### src/rtl/col_fifo_bank.sv
// rtl/col_fifo_bank.sv - bank of COL independent synchronous FIFOs, one per array output column
// Optional sticky overflow/underflow flags are built when COL_FIFO_ERR_EN is defined.
module col_fifo_bank #(
  parameter int COL   = 3,
  parameter int W     = 9,
  parameter int DEPTH = 16
) (
  input  logic             i_clk,
  input  logic             i_rst_n,
  input  logic [W*COL-1:0] i_data,
  input  logic [COL-1:0]   i_wr_en,
  input  logic [COL-1:0]   i_rd_en,
  output logic [W*COL-1:0] o_data,
  output logic [COL-1:0]   o_fifo_empty,
  output logic [COL-1:0]   o_fifo_full
`ifdef COL_FIFO_ERR_EN
  ,
  input  logic             i_err_clr,
  output logic [COL-1:0]   o_overflow,
  output logic [COL-1:0]   o_underflow
`endif
);

  localparam int AW = $clog2(DEPTH);
  localparam int CW = AW + 1;

  for (genvar c = 0; c < COL; c++) begin : g_col
    // Column 0 sits at the MSB end of the packed data buses.
    localparam int HI = (COL - c) * W - 1;

    logic [W-1:0]  mem [DEPTH];
    logic [AW-1:0] wr_ptr;
    logic [AW-1:0] rd_ptr;
    logic [CW-1:0] cnt;
    logic [W-1:0]  rd_q;
    logic          empty;
    logic          full;
    logic          wr_ok;
    logic          rd_ok;

    // Flags decode straight from cnt so a reset clears them without a clock edge.
    assign empty = (cnt == '0);
    assign full  = (cnt == CW'(DEPTH));
    assign wr_ok = i_wr_en[c] && !full;
    assign rd_ok = i_rd_en[c] && !empty;

    assign o_data[HI -: W]  = rd_q;
    assign o_fifo_empty[c]  = empty;
    assign o_fifo_full[c]   = full;

    // Storage array; contents survive reset, only the pointers are cleared.
    always_ff @(posedge i_clk) begin
      if (wr_ok) begin
        mem[wr_ptr] <= i_data[HI -: W];
      end
    end

    // Pointers, occupancy and the registered read port.
    always_ff @(posedge i_clk or negedge i_rst_n) begin
      if (!i_rst_n) begin
        wr_ptr <= '0;
        rd_ptr <= '0;
        cnt    <= '0;
        rd_q   <= '0;
      end else begin
        if (wr_ok) begin
          wr_ptr <= wr_ptr + AW'(1);
        end
        if (rd_ok) begin
          rd_q   <= mem[rd_ptr];
          rd_ptr <= rd_ptr + AW'(1);
        end
        case ({wr_ok, rd_ok})
          2'b10:   cnt <= cnt + CW'(1);
          2'b01:   cnt <= cnt - CW'(1);
          default: cnt <= cnt;
        endcase
      end
    end

`ifdef COL_FIFO_ERR_EN
    logic ovf_q;
    logic unf_q;

    assign o_overflow[c]  = ovf_q;
    assign o_underflow[c] = unf_q;

    // Sticky error flags; a new event in the same cycle beats the clear.
    always_ff @(posedge i_clk or negedge i_rst_n) begin
      if (!i_rst_n) begin
        ovf_q <= 1'b0;
        unf_q <= 1'b0;
      end else begin
        if (i_wr_en[c] && full) begin
          ovf_q <= 1'b1;
        end else if (i_err_clr) begin
          ovf_q <= 1'b0;
        end
        if (i_rd_en[c] && empty) begin
          unf_q <= 1'b1;
        end else if (i_err_clr) begin
          unf_q <= 1'b0;
        end
      end
    end
`endif
  end

endmodule

### config.mk
export PLATFORM = sky130hd
export DESIGN_NAME = col_fifo_bank
export DESIGN_NICKNAME = d
export VERILOG_FILES = /design/src/rtl/col_fifo_bank.sv
export SDC_FILE = /design/constraint.sdc
export NUM_CORES = 1
export LEC_CHECK = 0
export ABC_AREA = 1
export CELL_PAD_IN_SITES_DETAIL_PLACEMENT = 1
export CELL_PAD_IN_SITES_GLOBAL_PLACEMENT = 2
export CORE_MARGIN = 2
export CORE_UTILIZATION = 42
export CTS_BUF_LIST = sky130_fd_sc_hd__clkbuf_4
export CTS_CLUSTER_SIZE = 40
export DETAILED_ROUTE_END_ITERATION = 8
export PLACE_DENSITY = 0.86
export SLEW_MARGIN = 30
export SYNTH_ARGS = -nofsm -noshare
export SYNTH_HDL_FRONTEND = slang
export SYNTH_SLANG_ARGS = --single-unit
### constraint.sdc
create_clock -name i_clk -period 2.7 [get_ports i_clk]
set_input_delay 0.54 -clock i_clk [delete_from_list [all_inputs] [get_ports i_clk]]
set_output_delay 0.54 -clock i_clk [all_outputs]
set_load 0.05 [all_outputs]
# Word-level counts from Yosys, hierarchy flattened

Memories as Yosys holds them, arrays and structs flattened. A register that Yosys moved wholly into a read port is not among the register bits.
Cells that the tools add are included.

Bits in registers: 39
Memory bits (writable): 432
Input port bits: 35
Output and inout bits: 33
Word-level logic and storage cells: 63
Memories: 3

Memories:

| memory       | depth | bits a word | read ports | clocked after Yosys merged registers in | write ports | line | text |
|---|---|---|---|---|---|---|---|
| g_col[0].mem | 16    | 9           | 1          | 1                                       | 1           | 31   | `logic [W-1:0] mem [DEPTH];` |
| g_col[1].mem | 16    | 9           | 1          | 1                                       | 1           | 31   |  |
| g_col[2].mem | 16    | 9           | 1          | 1                                       | 1           | 31   |  |

Add/sub/neg operators: 12
Eq/ne operators: 9
Multiplexer cells: 9
Reduce and logical (&&, ||, !) cells: 21

Operators by type and width:

| kind                | number |
|---|---|
| $pmux 5 s2          | 3 |
| $add 4x1->4 const B | 6 |
| $add 5x1->5 const B | 3 |
| $eq 5x5->1 const B  | 3 |
| $logic_not 5->1     | 3 |
| $sub 5x1->5 const B | 3 |
| $logic_not 1->1     | 9 |
| $eq 2x1->1 const B  | 3 |
| $eq 2x2->1 const B  | 3 |
| $logic_and 1x1->1   | 6 |
| $mux 1              | 6 |
| $reduce_bool 2->1   | 3 |

# Longest topological paths before layout

Gate-level depths: netlist of the first run.

Word-level depth: 5
Gate-level depth with buffers: 15
Depth with buffers taken out: 14

# Least setup slack after synthesis of the first run

Ideal clock, no wire load.

Path kind: register to register
Start: register g_col[2].cnt[1]
End: register g_col[2].cnt[4]
Library setup time: 0.065 ns
Arrival time: 2.282 ns
Required time: 2.635 ns
Slack: 0.353 ns
Stages on the path, launching flop included: 14
Path buffers: 1
Clock period less this slack: 2.347 ns
Path through: dfrtp_1 nor4_2 nand2_1 nand2_2 inv_2 buf_6 ha_1 fa_1 a21oi_1 nor2_1 nor2_1 xor2_1 nand2_1 nand2_1

Cells in the longest elaborated chain, start to end: 5
Elaborated cells on any way between the ends: 12
Those cells by class: 2 x add/sub; 3 x eq/ne; 1 x mux; 6 x reduce/logical

Ends and longest elaborated chain:

| element                                         | line | text |
|---|---|---|
| start: declaration                              | 34   | `logic [CW-1:0] cnt;` |
| start signal: assignment                        | 74   | `2'b10: cnt <= cnt + CW'(1);` |
| start signal: assignment                        | 75   | `2'b01: cnt <= cnt - CW'(1);` |
| start signal: assignment                        | 76   | `default: cnt <= cnt;` |
| $logic_not 5->1 (*)                             | 42   | `assign empty = (cnt == '0);` |
| $logic_not 1->1 (*)                             | 45   | `assign rd_ok = i_rd_en[c] && !empty;` |
| $logic_and 1x1->1 (*)                           | 45   |  |
| via g_col[2].rd_ok                              | 39   | `logic rd_ok;` |
| $eq 2x1->1 or $eq 2x2->1 (tied branches)        | 73   | `case ({wr_ok, rd_ok})` |
| $pmux 5 s2 or $reduce_bool 2->1 (tied branches) | -    |  |

Mark *: on every way through the listed nets, which the timed path passes. The rest lies on a longest branch.
A chain may end at the register's enable or synchronous reset.

# Worst setup path after layout of the first run

Start: register g_col[0].cnt[1]
End: output o_fifo_empty[0]

Cells in the longest elaborated chain, start to end: 1

Ends and longest elaborated chain:

| element                  | line | text |
|---|---|---|
| start: declaration       | 34   |  |
| start signal: assignment | 74   |  |
| start signal: assignment | 75   |  |
| start signal: assignment | 76   |  |
| $logic_not 5->1          | 42   |  |
| end: declaration         | 14   | `output logic [COL-1:0] o_fifo_empty,` |

Every way passes these cells.

==> results.sh, run 1 <==
export IMPL_status="finished, final reports clean"
export IMPL_fin_crit_ns=2.64
export IMPL_skew_ns=0.0588
export IMPL_synth_seq_area_share_pct=65.7
export IMPL_num_vias=15933
export IMPL_cp_start_kind="register"
export IMPL_maxSlewViolCount=0
export IMPL_die_width_um=234
export IMPL_switching_share_pct=39.7
export IMPL_power_density_nw_per_um2=1020
export IMPL_drtIter0Drc=806
export IMPL_p_switching_uw=10400
export IMPL_p_int_uw=15800
export IMPL_yosysUniqueCellTypes=27
export IMPL_rows=84
export IMPL_numCtsBuffers=136
export IMPL_worstMarginPinSlew_ns=0.877
export IMPL_max_cap_viol_count=0
export IMPL_fin_util_pct=49.0
export IMPL_path_class="reg -> out"
export IMPL_place_gp_congestion=0.789
export IMPL_place_area_um2=23800
export IMPL_tritoncts="built"
export IMPL_antenna_found_initial=3
export IMPL_synthCells=2216
export IMPL_setup_slack_ns=0.0624
export IMPL_setup_viol=0
export IMPL_reg2reg_from="g_col[0].cnt[1]"
export IMPL_synth_edff_count=432
export IMPL_p_clk_share_pct=26.5
export IMPL_cts_buffer_depth=3
export IMPL_cp_startpoint="g_col[0].cnt[1]"
export IMPL_drc=0
export IMPL_place_ws_ns=0.124
export IMPL_yosysMostFrequentCell="nand2_1"
export IMPL_ios=68
export IMPL_cp_arrival_ns=2.10
export IMPL_grt_start_max_net_pins=76
export IMPL_synth_flop_cell="edfxtp_1"
export IMPL_num_nets_final=2480
export IMPL_ant_nets=0
export IMPL_hold_ws_ns=0.163
export IMPL_total_power_uw=26200
export IMPL_ir_drop_v=0.000662
export IMPL_rsz0062_at_grt="yes"
export IMPL_portBuffers=67
export IMPL_p_seq_share_pct=38.2
export IMPL_pwr_share_comb_pct=35.3
export IMPL_syn_avg_cell_area_um2=10.0
export IMPL_hold_viol_final=0
export IMPL_htreeDepth=4
export IMPL_clock_latency_ns=0.97
export IMPL_yosys_area_top_type_share_pct=58.3
export IMPL_routed_wl_mm=59.8
export IMPL_leakage_uw=0.0116
export IMPL_endpoint_kind="output port"
export IMPL_clkSinkCount=498
export IMPL_first_global_vias=17261
export IMPL_final_layout_size_suffix_gt1_share_pct=13.6
export IMPL_start_util_pct=42.4
export IMPL_ctsRootBufferMaster="clkbuf_4"
export IMPL_syn_to_final_growth_pct=15.5
export IMPL_core_area_um2=52400
export IMPL_timing_fmax_mhz=379
export IMPL_gr_usage_all_layers_pct=22.7
export IMPL_synth_area_leader_cell="edfxtp_1"
export IMPL_relSlewSlack_pct=41.5
export IMPL_min_path_type="in -> async"
export IMPL_ys_warn_count=0
export IMPL_period_share_pct=97.7
export IMPL_place_hpwl_mm=37.1
export IMPL_async_reset_ff_share_pct=13.3
export IMPL_ys_ff_latch=498
export IMPL_vias_per_cell=4.96
export IMPL_netlist_area_um2=22300
export IMPL_die_area_um2=54800
export IMPL_syn_num_nets=2281
export IMPL_synth_common_cells="nand2_1 (758), edfxtp_1 (432), inv_1 (379)"
export IMPL_drt_first_pass_iters=5
export IMPL_synthTopCellsByArea="edfxtp_1 (58%), nand2_1 (13%), nand3_1 (7.5%), dfrtp_1 (7.4%), inv_1 (6.4%)"
export IMPL_crit_required_ns=2.16
export IMPL_grt_overflow=0
export IMPL_wl_per_cell_um=18.6
export IMPL_final_cell_area_um2=25700
export IMPL_crit_fanout=3
export IMPL_die_y_um=234
export IMPL_grt_pass1_wl_mm=93.5
export IMPL_path_clk_slew_ns=0.07
final timing paths:
check,end,slack (ns),cells after the start
worst max-delay path,o_fifo_empty[0],0.06,4
worst max register to register,g_col[0].cnt[4],0.16,15
worst min-delay path,g_col[0].cnt[0],0.16,2
max in group asynchronous,g_col[2].cnt[1],1.83,3
min in group i_clk,g_col[1].mem[5][3],0.40,2
worst min register to register,g_col[0].rd_q[1],0.47,2
layer usage:
| metal | up-vias | share of wire [%] | track usage [%] |
|---|---|---|---|
| met5 | - | 0.017 | 0 |
| met4 | 2 | 2.8 | 9.69 |
| met3 | 130 | 4.5 | 5.27 |
| met2 | 324 | 52 | 39.9 |
| met1 | 7883 | 41 | 26.5 |
| li1 | 7594 | - | - |
power groups by stage:
stage               Combinational (uW)  Sequential [uW]  Clock [uW]
floorplan                         5650            10700           0
global placement                  9010            10100           0
detailed placement                9300            10100           0
CTS                               9310            10000        7170
global route                     10300            10100        7550
finish                            9240             9990        6930
sequential cells by signal (all words and copies together), names as in the netlist:
| register | count |
|---|---|
| g_col.wr_ptr | 12 |
| g_col.mem | 432 |
| g_col.cnt | 15 |
| g_col.rd_ptr | 12 |
| g_col.rd_q | 27 |
logic make-up after synthesis:
| family | after synthesis | share of synthesized area [%] |
|---|---|---|
| AND/OR/NAND/NOR | 1155 | 21.9 |
| flip-flops | 498 | 65.7 |
| buffers and inverters | 490 | 9.27 |
| adder cells (fa/ha/maj) | 30 | 1.79 |
| AO/OA/AOI/OAI | 22 | 0.545 |
| XOR/XNOR | 21 | 0.827 |
cell type report:
| class | count | area, um^2 |
|---|---|---|
| antenna | 2 | 5.00 |
| fill | 5920 | 26700 |
| clock inverter | 37 | 204 |
| inverter | 394 | 1480 |
| sequential | 498 | 14600 |
| tap | 688 | 861 |
| timing repair buffer | 157 | 1350 |
| multi-input combinational | 1228 | 5590 |
| clock buffer | 209 | 1570 |
metrics by stage:
| step | instances | setup TNS (ns) |
|---|---|---|
| floorplan | 2216 | 0 |
| global placement | 2953 | 0 |
| detailed placement | 2953 | 0 |
| CTS | 3206 | -0.0524 |
| global route | 3213 | -0.145 |
| finish | 3213 | 0 |
placed cells by master, fill, tap and decap left out, types with 32 or more instances in the layout:
cell,count
clkbuf_4,209
edfxtp_1,432
clkdlybuf4s50_1,33
inv_1,378
nand3_1,332
nor3_1,48
buf_4,88
clkinv_1,32
nand2_1,757
dfrtp_1,58
repair_timing:
item | CTS | global route
buffers inserted | 6 | 5
pin swaps | 7 | 7
endpoints found under the hold margin | 51 | 0
setup endpoints to repair | 33 | 6
cloned | 0 | 0
resized for setup | 47 | 7
hold buffers | 1 | 0
critical path, stage by stage, from the launching register on:
cell and delay [ns]:
dfrtp_2 0.45, nor4_4 0.29, nand2_1 0.13, inv_1 0.10
buf_6 0.16
Note: power is estimated with default switching activity, not from simulation.
==> run 2: changes to the inputs <==
--- a/config.mk
+++ b/config.mk
@@ -8,12 +8,13 @@
 export ABC_AREA = 1
 export CELL_PAD_IN_SITES_DETAIL_PLACEMENT = 1
 export CELL_PAD_IN_SITES_GLOBAL_PLACEMENT = 2
+export CORE_ASPECT_RATIO = 0.9
 export CORE_MARGIN = 2
 export CORE_UTILIZATION = 42
 export CTS_BUF_LIST = sky130_fd_sc_hd__clkbuf_4
 export CTS_CLUSTER_SIZE = 40
 export DETAILED_ROUTE_END_ITERATION = 8
-export PLACE_DENSITY = 0.86
+export PLACE_DENSITY = 0.9
 export SLEW_MARGIN = 30
 export SYNTH_ARGS = -nofsm -noshare
 export SYNTH_HDL_FRONTEND = slang
==> run 2 against run 1 <==
Net effect:
- combinational power is 0.8% higher
- global-route usage hardly changed
- critical path depth stayed put
- first-iteration DRC count is 32% higher
- cell area is 0.44% higher
- power is 2.0% higher
- flip-flop and latch count stayed put
- fmax is 1.2% higher
- clock power is 5.9% higher
- largest cell class unchanged
- largest power group unchanged
==> results.sh, run 2 (synthesis results as in run 1) <==
export IMPL_path_clk_slew_ns=0.07
export IMPL_setup_slack_ns=0.0937
export IMPL_start_util_pct=42.3
export IMPL_die_width_um=247
export IMPL_grt_overflow=0
export IMPL_fin_crit_ns=2.61
export IMPL_total_power_uw=26700
export IMPL_rsz0062_at_grt="yes"
export IMPL_period_share_pct=96.5
export IMPL_final_layout_size_suffix_gt1_share_pct=13.2
export IMPL_rows=80
export IMPL_place_hpwl_mm=37.1
export IMPL_endpoint_kind="output port"
export IMPL_num_vias=16074
export IMPL_crit_fanout=3
export IMPL_clkSinkCount=498
export IMPL_top_register="g_col.mem"
export IMPL_cp_arrival_ns=2.07
export IMPL_ant_nets=0
export IMPL_wl_per_cell_um=18.6
export IMPL_timing_fmax_mhz=384
export IMPL_layout_commonest_cell="nand2_1"
export IMPL_numCtsBuffers=138
export IMPL_worstMarginPinSlew_ns=0.838
export IMPL_cp_start_kind="register"
export IMPL_drt_first_pass_iters=5
export IMPL_power_density_nw_per_um2=1030
export IMPL_die_area_um2=54800
export IMPL_portBuffers=67
export IMPL_path_class="reg -> out"
export IMPL_min_path_type="in -> async"
export IMPL_grt_start_max_net_pins=76
export IMPL_status="finished, final reports clean"
export IMPL_num_nets_final=2479
export IMPL_vias_per_cell=4.98
export IMPL_drc=0
export IMPL_syn_to_final_growth_pct=16.0
export IMPL_leakage_uw=0.0116
export IMPL_place_ws_ns=0.0159
export IMPL_ios=68
export IMPL_drtIter0Drc=1063
export IMPL_routed_wl_mm=60.0
export IMPL_max_cap_viol_count=0
export IMPL_antenna_found_initial=2
export IMPL_place_gp_congestion=0.795
export IMPL_layout_common_cells="nand2_1 (756), edfxtp_1 (432), inv_1 (377), nand3_1 (332), clkbuf_4 (199)"
export IMPL_core_area_um2=52700
export IMPL_cts_buffer_depth=3
export IMPL_hold_viol_final=0
export IMPL_skew_ns=0.0649
export IMPL_maxSlewViolCount=0
export IMPL_fin_util_pct=49.0
export IMPL_relSlewSlack_pct=44.2
export IMPL_grt_pass1_wl_mm=94.8
export IMPL_clock_latency_ns=0.97
export IMPL_gr_usage_all_layers_pct=22.7
export IMPL_setup_viol=0
export IMPL_crit_required_ns=2.16
export IMPL_largest_reg_flops=432
export IMPL_first_global_vias=17321
export IMPL_tritoncts="built"
export IMPL_ctsRootBufferMaster="clkbuf_4"
export IMPL_die_y_um=222
export IMPL_reg_top3="g_col.mem x432, g_col.rd_q x27, g_col.cnt x15"
export IMPL_ir_drop_v=0.000644
export IMPL_htreeDepth=4
export IMPL_tns_ns=0
==> run 2: changes by cell type in the layout (fill, tap and decap cells not counted), sizes merged <==
cell	change
clkbuf	-10
buf	-3
inv	-2
diode	+2
clkinv	+11
bufinv	+5
==> run 2: critical path: stages (launching register included) <==
cell,delay (ns)
dfrtp_2,0.44
nor4_4,0.36
nand2_2,0.11
inv_2,0.07
buf_8,0.14
==> run 2: where the power goes <==
part	internal [uW]	switching, uW
clock	4070	3270
combinational	2670	6640
sequential	9400	635
==> run 2: area by class of cell <==
| cell class | count | area (um^2) |
|---|---|---|
| sequential | 498 | 14600 |
| fill | 5991 | 26800 |
| clock inverter | 51 | 392 |
| multi-input combinational | 1228 | 5600 |
| clock buffer | 199 | 1490 |
| tap | 697 | 872 |
| inverter | 394 | 1480 |
| antenna | 4 | 10.0 |
| timing repair buffer | 154 | 1340 |
==> run 2: path summary, 6_finish.rpt <==
path	start	to	slack, ns	cells after the start
worst max-delay path	g_col[0].cnt[3]	o_fifo_empty[0]	0.09	4
worst min-delay path	i_rst_n	g_col[1].rd_q[6]	0.20	2
worst max register to register	g_col[0].cnt[3]	g_col[0].cnt[4]	0.17	15
worst min register to register	g_col[1].rd_q[5]	g_col[1].rd_q[5]	0.48	2
max in group asynchronous	i_rst_n	g_col[1].cnt[0]	1.72	3
min in group i_clk	i_rd_en[0]	g_col[0].rd_ptr[2]	0.39	3
==> run 2: what timing repair did <==
action	4_1_cts	5_1_grt
hold buffers	1	0
endpoints found under the hold margin	36	0
setup buffers	1	4
pin swaps	3	5
resized for setup	47	9
endpoints found under the setup margin	33	6
==> run 2: per-stage QoR <==
| stage | std cells | area, um^2 | hold slack, ns |
|---|---|---|---|
| floorplan | 2216 | 22300 | 0.244 |
| global placement | 2965 | 23900 | 0.465 |
| detailed placement | 2965 | 23900 | 0.474 |
| CTS | 3217 | 25800 | 0.106 |
| global route | 3223 | 25800 | 0.160 |
| finish | 3225 | 25800 | 0.200 |
==> run 2: routing by layer <==
metal  vias up  track usage [%]  share of wire [%]
li1       7591                -                  -
met2       407             38.3                 50
met3       113             4.88                5.2
met1      7963             28.7                 43
met5         -                0                  0
met4         0             8.53                2.4
==> run 3: changes to the inputs <==
--- a/config.mk
+++ b/config.mk
@@ -9,11 +9,11 @@
 export CELL_PAD_IN_SITES_DETAIL_PLACEMENT = 1
 export CELL_PAD_IN_SITES_GLOBAL_PLACEMENT = 2
 export CORE_ASPECT_RATIO = 0.9
-export CORE_MARGIN = 2
 export CORE_UTILIZATION = 42
 export CTS_BUF_LIST = sky130_fd_sc_hd__clkbuf_4
 export CTS_CLUSTER_SIZE = 40
 export DETAILED_ROUTE_END_ITERATION = 8
+export HOLD_SLACK_MARGIN = 0.03
 export PLACE_DENSITY = 0.9
 export SLEW_MARGIN = 30
 export SYNTH_ARGS = -nofsm -noshare
==> run 3 against run 2 <==
Net effect:
- via count decreased by 0.97%
- clock power decreased by 1%
- first-iteration DRC count decreased by 10%
- critical endpoint is now o_fifo_full[1]
==> results.sh, run 3 (synthesis results as in run 1) <==
export IMPL_drt_first_pass_iters=5
export IMPL_leakage_uw=0.0116
export IMPL_register_area_um2=14600
export IMPL_wl_met2_mm=28.9
export IMPL_worstMarginPinSlew_ns=0.862
export IMPL_rsz0062_at_grt="yes"
export IMPL_power_density_nw_per_um2=1030
export IMPL_total_power_uw=26500
export IMPL_hold_viol_final=0
export IMPL_multiInputGateArea_um2=5600
export IMPL_grt_start_max_net_pins=76
export IMPL_portBuffers=67
export IMPL_r2r_cells=14
export IMPL_largest_reg_flops=432
export IMPL_wl_per_cell_um=18.1
export IMPL_core_area_um2=52000
export IMPL_htreeDepth=4
export IMPL_regToRegSetupSlack_ns=0.16
export IMPL_period_share_pct=97.0
export IMPL_ios=68
export IMPL_final_cells=3208
export IMPL_dp_cells=2949
export IMPL_path_clk_slew_ns=0.07
export IMPL_max_cap_viol_count=0
export IMPL_tritoncts="built"
export IMPL_numCtsBuffers=136
export IMPL_die_y_um=220
export IMPL_antenna_found_initial=2
export IMPL_cp_start_kind="register"
export IMPL_final_layout_size_suffix_gt1_share_pct=14.0
export IMPL_top_layer="met4"
export IMPL_num_nets_final=2477
export IMPL_clkSinkCount=498
export IMPL_drtIter0Drc=953
export IMPL_met3WireLength_mm=2.54
export IMPL_vias_per_cell=4.96
export IMPL_ctsRootBufferMaster="clkbuf_4"
export IMPL_tns_ns=0
export IMPL_status="finished, final reports clean"
export IMPL_ant_nets=0
export IMPL_fillers=5898
export IMPL_endpoint_kind="output port"
export IMPL_cp_startpoint="g_col[1].cnt[2]"
export IMPL_skew_ns=0.0643
export IMPL_setup_viol=0
export IMPL_crit_fanout=2
export IMPL_reg_top3="g_col.mem x432, g_col.rd_q x27, g_col.cnt x15"
export IMPL_routed_wl_mm=58.1
export IMPL_num_vias=15918
export IMPL_place_gp_congestion=0.767
export IMPL_path_class="reg -> out"
export IMPL_grt_overflow=0
export IMPL_r2r_end="g_col[1].cnt[4]"
export IMPL_crit_required_ns=2.16
export IMPL_first_global_vias=17285
export IMPL_fin_crit_ns=2.62
export IMPL_worstHoldStart="i_rd_en[0]"
export IMPL_layout_common_cells="nand2_1 (756), edfxtp_1 (432), inv_1 (374), nand3_1 (332), clkbuf_4 (213)"
export IMPL_cts_buffer_depth=3
export IMPL_die_area_um2=53900
export IMPL_rows=79
export IMPL_crit_end="o_fifo_full[1]"
export IMPL_syn_to_final_growth_pct=16.0
export IMPL_grt_pass1_wl_mm=92.0
export IMPL_timing_fmax_mhz=382
export IMPL_reg2reg_from="g_col[1].cnt[2]"
export IMPL_relSlewSlack_pct=42.5
export IMPL_die_width_um=245
export IMPL_gr_usage_all_layers_pct=22.3
export IMPL_top_register="g_col.mem"
export IMPL_met1Wirelength_mm=25.2
export IMPL_drc=0
export IMPL_min_path_type="in -> reg"
export IMPL_start_util_pct=42.8
export IMPL_maxSlewViolCount=0
export IMPL_clock_latency_ns=0.98
export IMPL_cp_arrival_ns=2.08
export IMPL_place_hpwl_mm=35.7
export IMPL_layout_commonest_cell="nand2_1"
export IMPL_ir_drop_v=0.000592
-- run 3: timing repair --
item	in CTS	in global routing
setup buffers	4	6
setup endpoints to repair	33	5
hold buffers	3	0
endpoints found under the hold margin	66	0
gates resized for setup	58	6
pin swaps	6	7
-- run 3: area by class of cell --
type / instances / area share [%]
antenna: 5 / 0.0485
clock buffer: 213 / 6.19
clock inverter: 28 / 0.979
inverter: 394 / 5.74
multi-input combinational: 1228 / 21.7
sequential: 498 / 56.7
tap: 688 / 3.33
timing repair buffer: 154 / 5.32
-- run 3: where the power goes --
part | switching [uW] | total [uW] | internal (uW)
clock | 3190 | 7250 | 4050
sequential | 587 | 9990 | 9400
combinational | 6550 | 9230 | 2680
-- run 3: layer usage --
metal  global-route usage (%)  vias to the layer above
met5                        0                        -
met4                     9.58                        0
met3                     4.40                      101
met2                     37.9                      319
met1                     27.7                     7921
li1                         -                     7577
-- run 3: critical path: stages, from the launching register on --
cell	delay [ns]
dfrtp_1	0.42
nor4_4	0.34
nand2_1	0.15
inv_2	0.08
buf_6	0.15
-- run 3: worst min-delay path by stage --
stage	cells past startpoint	endpoint	slack [ns]
2_1_floorplan	0	g_col[0].cnt[0]	0.24
3_3_place_gp	2	g_col[0].rd_q[3]	0.47
3_5_place_dp	2	g_col[1].rd_q[5]	0.47
4_1_cts	3	g_col[0].rd_ptr[2]	0.27
5_1_grt	2	g_col[2].mem[15][8]	0.32
6_report	3	g_col[0].rd_ptr[2]	0.34
-- run 3: stage by stage --
step / utilization [%] / hold slack, ns / setup WS (ns) / cell area [um^2]
floorplan: - / 0.244 / 0.353 / 22300
global placement: 45.8 / 0.468 / 0.0972 / 23800
detailed placement: 45.8 / 0.472 / 0.0277 / 23800
CTS: 49.5 / 0.266 / -0.0374 / 25700
global route: 49.6 / 0.323 / -0.0501 / 25800
finish: 49.6 / 0.344 / 0.0803 / 25800
